`config.mk`:
```
export PLATFORM = sky130hd
export DESIGN_NAME = clock_enable_gen
export DESIGN_NICKNAME = d
export VERILOG_FILES = /design/src/rtl/clock_enable_gen.sv
export SDC_FILE = /design/constraint.sdc
export NUM_CORES = 1
export LEC_CHECK = 0
export CAP_MARGIN = 5
export CORE_MARGIN = 10
export CORE_UTILIZATION = 65
export CTS_BUF_LIST = sky130_fd_sc_hd__clkbuf_4 sky130_fd_sc_hd__clkbuf_8
export DETAILED_ROUTE_END_ITERATION = 8
export HOLD_SLACK_MARGIN = 0.06
export PLACE_DENSITY = 0.88
export SLEW_MARGIN = 20
export SYNTH_ARGS = -nofsm -noshare
export SYNTH_HDL_FRONTEND = slang
export SYNTH_SLANG_ARGS = --single-unit
```
`constraint.sdc`:
```
create_clock -name clk_in1 -period 6.3 [get_ports clk_in1]
set_input_delay 1.575 -clock clk_in1 [delete_from_list [all_inputs] [get_ports clk_in1]]
set_output_delay 1.575 -clock clk_in1 [all_outputs]
set_load 0.005 [all_outputs]
```
`src/rtl/clock_enable_gen.sv`:
```
// rtl/clock_enable_gen.sv - lock-sequenced clock-enable generator with NUM_CH
// runtime-programmable divider channels producing enable pulses and square waves.
module clock_enable_gen #(
  parameter int NUM_CH      = 2,
  parameter int CNT_W       = 16,
  parameter int DIV_RESET   = 25,
  parameter int LOCK_CYCLES = 1024
) (
  input  logic                      clk_in1,
  input  logic                      reset_n,
  input  logic                      src_locked,
  input  logic                      div_wr,
  input  logic [$clog2(NUM_CH)-1:0] div_ch,
  input  logic [CNT_W-1:0]          div_val,
  input  logic [NUM_CH-1:0]         ch_run,
  output logic [NUM_CH-1:0]         ce_out,
  output logic [NUM_CH-1:0]         clk_sq,
  output logic                      locked,
  output logic                      lock_lost
);

  localparam int LOCK_W = $clog2(LOCK_CYCLES + 1);

  typedef enum logic [1:0] {
    ST_WAIT_SRC,
    ST_STABLE,
    ST_LOCKED
  } state_t;

  state_t            state;
  state_t            state_nxt;
  logic [LOCK_W-1:0] stab_cnt;
  logic [LOCK_W-1:0] stab_cnt_nxt;
  logic              sync1;
  logic              sl;
  logic              lock_ok;

  always_ff @(posedge clk_in1 or negedge reset_n) begin
    if (!reset_n) begin
      sync1 <= 1'b0;
      sl    <= 1'b0;
    end else begin
      sync1 <= src_locked;
      sl    <= sync1;
    end
  end

  // The sl-high cycle that leaves WAIT_SRC already counts towards LOCK_CYCLES.
  always_comb begin
    state_nxt    = state;
    stab_cnt_nxt = stab_cnt;
    case (state)
      ST_WAIT_SRC: begin
        stab_cnt_nxt = '0;
        if (sl) begin
          state_nxt    = ST_STABLE;
          stab_cnt_nxt = LOCK_W'(1);
        end
      end
      ST_STABLE: begin
        if (!sl) begin
          state_nxt    = ST_WAIT_SRC;
          stab_cnt_nxt = '0;
        end else if (stab_cnt >= LOCK_W'(LOCK_CYCLES - 1)) begin
          state_nxt    = ST_LOCKED;
          stab_cnt_nxt = '0;
        end else begin
          stab_cnt_nxt = stab_cnt + LOCK_W'(1);
        end
      end
      ST_LOCKED: begin
        stab_cnt_nxt = '0;
        if (!sl) begin
          state_nxt = ST_WAIT_SRC;
        end
      end
      default: begin
        state_nxt    = ST_WAIT_SRC;
        stab_cnt_nxt = '0;
      end
    endcase
  end

  always_ff @(posedge clk_in1 or negedge reset_n) begin
    if (!reset_n) begin
      state     <= ST_WAIT_SRC;
      stab_cnt  <= '0;
      locked    <= 1'b0;
      lock_lost <= 1'b0;
    end else begin
      state     <= state_nxt;
      stab_cnt  <= stab_cnt_nxt;
      locked    <= lock_ok;
      lock_lost <= lock_lost | ((state == ST_LOCKED) & ~sl);
    end
  end

  // Channels follow the next lock state so their outputs rise and fall on the same edge as locked.
  assign lock_ok = (state_nxt == ST_LOCKED);

  for (genvar i = 0; i < NUM_CH; i++) begin : g_ch
    logic [CNT_W-1:0] ratio;
    logic [CNT_W-1:0] shadow;
    logic [CNT_W-1:0] count;
    logic [CNT_W-1:0] n_eff;
    logic             sel;
    logic             active;
    logic             terminal;
    logic             ce_r;
    logic             sq_r;

    assign sel      = div_wr && (32'(div_ch) < NUM_CH) && (32'(div_ch) == i);
    assign n_eff    = (ratio == '0) ? CNT_W'(1) : ratio;
    assign active   = lock_ok & ch_run[i];
    assign terminal = active && (count == n_eff - CNT_W'(1));

    always_ff @(posedge clk_in1 or negedge reset_n) begin
      if (!reset_n) begin
        ratio  <= CNT_W'(DIV_RESET);
        shadow <= CNT_W'(DIV_RESET);
        count  <= '0;
        ce_r   <= 1'b0;
        sq_r   <= 1'b0;
      end else begin
        if (sel) begin
          shadow <= div_val;
        end
        // A write coinciding with the terminal count governs the very next period.
        if (!active || terminal) begin
          ratio <= sel ? div_val : shadow;
        end
        if (!active) begin
          count <= '0;
          ce_r  <= 1'b0;
          sq_r  <= 1'b0;
        end else if (terminal) begin
          count <= '0;
          ce_r  <= 1'b1;
          sq_r  <= ~sq_r;
        end else begin
          count <= count + CNT_W'(1);
          ce_r  <= 1'b0;
        end
      end
    end

    assign ce_out[i] = ce_r;
    assign clk_sq[i] = sq_r;
  end

endmodule
```
==> impl_metrics.csv, run 1 <==
group,metric,value,unit
run_status,status,"finished clean",
sta,period_needed,4.90,ns
die,die_area,13600,sq um
sta,tightest_slew,0.956,ns
cells_and_area,filler_cell_count,616,
synth,synth_edf_count,0,
clocking,cts_resized,0,
synth,synth.distinct_cells,66,
global_route,grt_max_degree,73,
drt,routed_wl,13.0,mm
synth,async_flop_share,100,%
power_and_ir_drop,vdd_drop_max,0.166,mV
critical_path,crit_path_frequent_cell,"or4b_1",
job,maxCapViolations,0,
sta,setup_tns,0,ns
place,io_buffers,28,
global_route,grt_overflow_total,0,
critical_path,path_cells,"nor4_2 > a41oi_1 > ha_1 > or4b_1 > nor2_1 > mux2_2 > or4b_1 > or4b_1 > o31ai_4 > buf_4 > mux2_1",
drt,routedWlPerCell,18.6,microns
critical_path,start_kind,"register",
synth,avgSynthCellArea,11.0,sq um
sta,slew-limit-headroom,36.0,%
critical_path,max_stage_delay,0.74,ns
critical_path,path_max_fanout,22,
sta,holdWs,0.353,ns
die,start_util,66.4,%
clocking,tritoncts,"built",
clocking,insertion_delay,0.43,ns
die,std_cell_rows,35,
drt,drt_iter0_markers,349,
power_and_ir_drop,power_frac_comb,14.3,%
synth,ys.flop_type,"dfrtp_1",
clocking,cts_setup_buffers,0,
place,routabilityCongestion,0.882,
clocking,cts_sinks,117,
critical_path,critical_path_arrival,5.21,ns
drt,drc,0,
sta,drv_slew,0,
clocking,hold_buffers,0,
power_and_ir_drop,power_density,283,nW/um^2
die,die_w,117,microns
place,pre_cts_ws,1.45,ns
clocking,h-tree-depth,4,
critical_path,worst-setup-path-type,"reg -> reg",
power_and_ir_drop,p_int,1.39,mW
drt,drt_first_pass_iters,5,
power_and_ir_drop,power_frac_clock,38.7,%
synth,syn-cell-area,6070,sq um
critical_path,end_kind,"register",
critical_path,cpMaxStageDelayCell,"nor4_2",
sta,min_period_over_period,77.8,%
power_and_ir_drop,p_sw_share,27.4,%
synth,syn_nets,582,
synth,ys_ff_latch,117,
global_route,grt_pass1_wl,21.8,mm
sta,fmax,204,MHz
sta,skew,0.0113,ns
sta,setup_viol,0,
critical_path,required,6.61,ns
die,ios,29,
clocking,cts_made_buffers,17,
cells_and_area,nets,606,
die,core_region_area,9150,sq um
die,die_y,117,microns
synth,synth_warnings,0,
place,dp_hpwl,9.10,mm
global_route,antenna_found_initial,0,
sta,rsz0062_at_grt,"no",
cells_and_area,area_growth,11.8,%
power_and_ir_drop,p_leak,2.73,nW
worst_hold_path,hp-class,"reg -> reg",
clocking,cts-root-buf,"clkbuf_8",
cells_and_area,layout-drive-gt1-share,16.2,%
sta,hold_violations,0,
sta,setup_ws,1.40,ns
power_and_ir_drop,p_seq_share,47.1,%
clocking,clk_pin_slew,0.07,ns
drt,via_count,4240,
drt,drtAntennaViolNets,0,
power_and_ir_drop,p_switching,0.526,mW
synth,syn-instance-count,554,
cells_and_area,diodes,0,
clocking,cts_buffer_depth,2,
drt,viasPerCell,6.04,
global_route,grt_pass1_vias,4428,
synth,yosysSeqAreaShare,48.4,%
global_route,grt_util_all_layers,20.4,%
## cells by family (layout without fill, tap and decap cells)
| logic type | count (synthesis) | in the layout | share of synthesized area, % |
|---|---|---|---|
| AOI/OAI and AO/OA | 57 | 57 | 6.96 |
| xor gates and xnor gates | 68 | 68 | 9.80 |
| adders and majority gates | 5 | 5 | 1.03 |
| buffers and inverters | 31 | 68 | 2.78 |
| DFF | 117 | 117 | 48.4 |
| muxes | 69 | 69 | 12.7 |
| other | 1 | 1 | 0.0617 |
| and+or+nand+nor | 206 | 206 | 18.2 |
## per-layer routing
| layer | track usage (%) | routed length, microns | up-vias |
|---|---|---|---|
| li1 | - | - | 2005 |
| met1 | 24.0 | 5490 | 2121 |
| met2 | 35.4 | 6800 | 92 |
| met3 | 4.62 | 502 | 22 |
| met4 | 7.91 | 254 | 0 |
| met5 | 0 | 0 | - |
## area by class of cell
class                           instances  area [sq um]  share of cell area, %
Clock buffer                           21           283                   4.16
Clock inverter                         11           149                   2.19
Inverter                                6          22.5                  0.332
Multi-Input combinational cell        406          2960                   43.6
Sequential cell                       117          2940                   43.3
Tap cell                              111           139                   2.04
Timing Repair Buffer                   30           293                   4.31
## worst max-delay path: cells and delay by family, from the launching register on
kind	cells	cell delay [ns]
and+or+nand+nor	5	2.11
adders and majority gates	1	0.31
muxes	2	0.66
buffers and inverters	1	0.37
AOI/OAI and AO/OA	2	0.84
DFF	1	0.47
## cells in the mapped netlist (4+ instances only)
cell | number | area [sq um]
a21oi_1 | 9 | 45.0
a31oi_1 | 5 | 31.3
and3_1 | 12 | 75.1
buf_4 | 7 | 52.6
clkbuf_1 | 10 | 37.5
dfrtp_1 | 105 | 2630
dfstp_2 | 12 | 315
ha_1 | 5 | 62.6
inv_1 | 6 | 22.5
mux2_1 | 30 | 338
mux2_2 | 36 | 405
nand2_1 | 31 | 116
nand2b_1 | 10 | 62.6
nand3_1 | 26 | 130
nand3b_1 | 6 | 45.0
nor2_1 | 66 | 248
nor3_1 | 9 | 45.0
nor4_1 | 4 | 25.0
o21ai_0 | 9 | 45.0
or3_1 | 5 | 31.3
or4_1 | 7 | 52.6
xnor2_1 | 32 | 280
xor2_1 | 36 | 315
## worst paths after layout
check,from,to,slack [ns],cells after the start
worst min register to register,sync1,sl,0.35,0
worst max register to register,g_ch[0].ratio[5],g_ch[0].ratio[15],1.40,11
worst min-delay path,sync1,sl,0.35,0
max in group asynchronous,reset_n,g_ch[1].ratio[5],3.92,2
worst max-delay path,g_ch[0].ratio[5],g_ch[0].ratio[15],1.40,11
min in group asynchronous,reset_n,stab_cnt[4],1.27,1
## placed cells by master (no fill, tap or decap), types with 6 or more instances in the layout
cell,Yosys,final
nand2b_1,10,10
mux2_2,36,36
and3_1,12,12
mux2_1,30,30
nor2_1,66,66
dfrtp_1,105,105
clkbuf_8,0,20
xnor2_1,32,32
inv_1,6,6
dfstp_2,12,12
or4_1,7,7
nand3b_1,6,6
clkdlybuf4s50_1,0,27
nand2_1,31,31
nor3_1,9,9
xor2_1,36,36
o21ai_0,9,9
a21oi_1,9,9
nand3_1,26,26
## power by group through the flow
stage | sequential [mW] | combinational [mW] | clock (mW)
floorplan | 0.880 | 0.212 | 0
global placement | 0.908 | 0.261 | 0
detailed placement | 0.914 | 0.271 | 0
CTS | 0.902 | 0.275 | 0.755
global route | 0.913 | 0.303 | 0.792
finish | 0.903 | 0.274 | 0.742
## flip-flops by register name, summed over array words and instances (netlist names)
| name | count |
|---|---|
| g_ch.ce_r | 2 |
| g_ch.shadow | 32 |
| lock_lost | 1 |
| state | 2 |
| sl | 1 |
| g_ch.ratio | 32 |
| g_ch.count | 32 |
| stab_cnt | 11 |
| sync1 | 1 |
| locked | 1 |
| g_ch.sq_r | 2 |
## stage by stage
stage	utilization [%]	instance area, sq um	power, mW	cells
finish	74.2	6790	1.92	702
detailed placement	69.5	6360	1.18	670
floorplan	-	6070	1.09	554
global placement	69.5	6360	1.17	670
CTS	74.2	6790	1.93	702
global route	74.2	6790	2.01	702
No activity file was read; power rests on OpenSTA's default activity.
==> run 2, diff against run 1 <==
--- a/config.mk
+++ b/config.mk
@@ -7,11 +7,11 @@
 export LEC_CHECK = 0
 export CAP_MARGIN = 5
 export CORE_MARGIN = 10
-export CORE_UTILIZATION = 65
+export CORE_UTILIZATION = 63
 export CTS_BUF_LIST = sky130_fd_sc_hd__clkbuf_4 sky130_fd_sc_hd__clkbuf_8
 export DETAILED_ROUTE_END_ITERATION = 8
 export HOLD_SLACK_MARGIN = 0.06
-export PLACE_DENSITY = 0.88
+export PLACE_DENSITY = 0.86
 export SLEW_MARGIN = 20
 export SYNTH_ARGS = -nofsm -noshare
 export SYNTH_HDL_FRONTEND = slang
==> constraint.sdc (replaced) <==
create_clock -name clk_in1 -period 4.75 [get_ports clk_in1]
set_input_delay 1.1875 -clock clk_in1 [delete_from_list [all_inputs] [get_ports clk_in1]]
set_output_delay 1.1875 -clock clk_in1 [all_outputs]
set_load 0.005 [all_outputs]
==> run 2 against run 1 <==
  * Die area increased by 2.6%
  * Register-to-register slack worse by 1.0 ns
  * Worst setup slack got worse by 1.0 ns
  * Cell count increased by 3.4%
  * Clock skew up 0.0011 ns
  * Clock-buffer cell count fell by 3
  * Non-clock buffer count rose by 6
  * Wire length fell by 0.81%
  * Maximum frequency grew 12%
  * Critical endpoint is now g_ch[0].ratio[12]
==> impl_metrics.csv, run 2 (synthesis results as in run 1) <==
group,metric,value,unit
run_status,status,"finished clean",
die,start_util,65.1,%
critical_path,start_kind,"register",
global_route,grt_overflow_total,0,
critical_path,ff2ff_setup_slack,0.39,ns
drt,routed_wl,12.9,mm
place,pre_cts_ws,0.442,ns
drt,drt_first_pass_iters,6,
drt,viasPerCell,5.84,
sta,fmax,229,MHz
sta,setup_viol,0,
cells_and_area,nets,612,
drt,via_count,4240,
clocking,insertion_delay,0.43,ns
worst_hold_path,hold_depth,0,
cells_and_area,layout_common_cells,"105 x dfrtp_1, 66 x nor2_1, 36 x xor2_1, 36 x mux2_2, 32 x xnor2_1",
clocking,cts_buffer_depth,2,
place,io_buffers,28,
power_and_ir_drop,finalPower,2.52,mW
cells_and_area,multi_input_area,2960,sq um
sta,rsz0062_at_grt,"no",
critical_path,path_max_fanout,31,
sta,skew,0.0124,ns
job,maxCapViolations,0,
cells_and_area,area_growth,13.1,%
clocking,cts-root-buf,"clkbuf_8",
critical_path,critical_path_arrival,4.67,ns
global_route,grt_max_degree,61,
clocking,clk_pin_slew,0.07,ns
critical_path,required,5.06,ns
sta,setup_ws,0.386,ns
cells_and_area,ff_latch_area,2940,sq um
die,die_w,118,microns
critical_path,crit_path_frequent_cell,"or4b_1",
critical_path,path_cells,"nor3_1 > a41oi_1 > ha_1 > or4b_1 > nor2_1 > mux2_2 > or4b_1 > or4b_1 > o31ai_4 > buf_12 > mux2_1",
cells_and_area,diodes,0,
critical_path,cpMaxStageDelayCell,"dfstp_2",
sta,slew-limit-headroom,43.6,%
power_and_ir_drop,p_leak,2.76,nW
cells_and_area,largest_registers,"g_ch.count x32, g_ch.ratio x32, g_ch.shadow x32",
global_route,grt_pass1_vias,4313,
clocking,cts_sinks,117,
global_route,grt_util_all_layers,18.9,%
critical_path,max_stage_delay,0.58,ns
power_and_ir_drop,vdd_drop_max,0.258,mV
die,die_area,14000,sq um
place,post_dp_cell_area,6450,sq um
die,ios,29,
sta,hold_violations,0,
clocking,cts_setup_buffers,0,
sta,tightest_slew,0.846,ns
critical_path,end_kind,"register",
drt,drtAntennaViolNets,0,
power_and_ir_drop,power_density,367,nW/um^2
sta,period_needed,4.36,ns
global_route,antenna_found_initial,0,
drt,drc,0,
sta,drv_slew,0,
sta,min_period_over_period,91.9,%
drt,routedWlPerCell,17.8,microns
sta,setup_tns,0,ns
worst_hold_path,hp-class,"reg -> reg",
die,std_cell_rows,35,
place,routabilityCongestion,0.892,
clocking,hold_buffers,0,
clocking,cts_made_buffers,17,
critical_path,r2r.worst_path.cells,11,
global_route,grt_pass1_wl,21.7,mm
cells_and_area,final_common_cell,"dfrtp_1",
clocking,cts_resized,0,
clocking,h-tree-depth,4,
cells_and_area,filler_cell_count,636,
die,die_y,118,microns
cells_and_area,final_area,6870,sq um
cells_and_area,layout-drive-gt1-share,17.1,%
drt,drt_iter0_markers,272,
place,dp_hpwl,9.17,mm
clocking,tritoncts,"built",
die,core_region_area,9330,sq um
critical_path,worst-setup-path-type,"reg -> reg",
==> run 2: cell count changes in the layout (fill, tap and decap cells not counted) <==
cell      delta
inv_6        +2
buf_4        +4
clkbuf_8     -3
clkinv_4     +1
buf_12       +2
==> run 2: path summary, 6_finish.rpt <==
kind                             startpoint                 to
hold reg to reg                       sync1                 sl
hold / removal                        sync1                 sl
setup reg to reg           g_ch[0].ratio[3]  g_ch[0].ratio[12]
max in group asynchronous           reset_n   g_ch[1].ratio[4]
min in group asynchronous           reset_n        stab_cnt[5]
setup / recovery           g_ch[0].ratio[3]  g_ch[0].ratio[12]
==> run 2: where the power goes <==
part	total (mW)	internal, mW	switching [mW]	leakage (nW)
Sequential	1.20	1.10	0.0968	1.46
Combinational	0.373	0.186	0.187	1.10
Clock	0.953	0.529	0.424	0.203
Total	2.52	1.82	0.708	2.76
==> run 2: per-layer routing <==
metal	vias to the layer above	GRT usage (%)	wire length, microns
met4	0	5.64	158
li1	2016	-	-
met5	-	0	0
met1	2118	24.9	5890
met3	15	4.05	476
met2	91	30.6	6410
==> run 2: cell type report <==
class | instances | share of cell area, %
Clock buffer | 18 | 3.52
Clock inverter | 14 | 2.55
Inverter | 6 | 0.328
Multi-Input combinational cell | 406 | 43.1
Sequential cell | 117 | 42.8
Tap cell | 129 | 2.35
Timing Repair Buffer | 36 | 5.28
==> run 2: metrics by stage <==
step / cells / hold slack [ns] / utilization (%)
2_1_floorplan: 554 / 0.331 / -
3_3_place_gp: 694 / 0.338 / 69.2
3_5_place_dp: 694 / 0.344 / 69.2
4_1_cts: 726 / 0.360 / 73.6
5_1_grt: 726 / 0.371 / 73.6
6_report: 726 / 0.357 / 73.6
==> run 2: critical path, delay by kind of cell, from the launching register on <==
| kind | cells | cell delay, ns |
|---|---|---|
| simple gates | 5 | 1.80 |
| flops | 1 | 0.58 |
| compound gates | 2 | 0.61 |
| fa+ha+maj | 1 | 0.29 |
| buf+inv | 1 | 0.23 |
| mux | 2 | 0.71 |
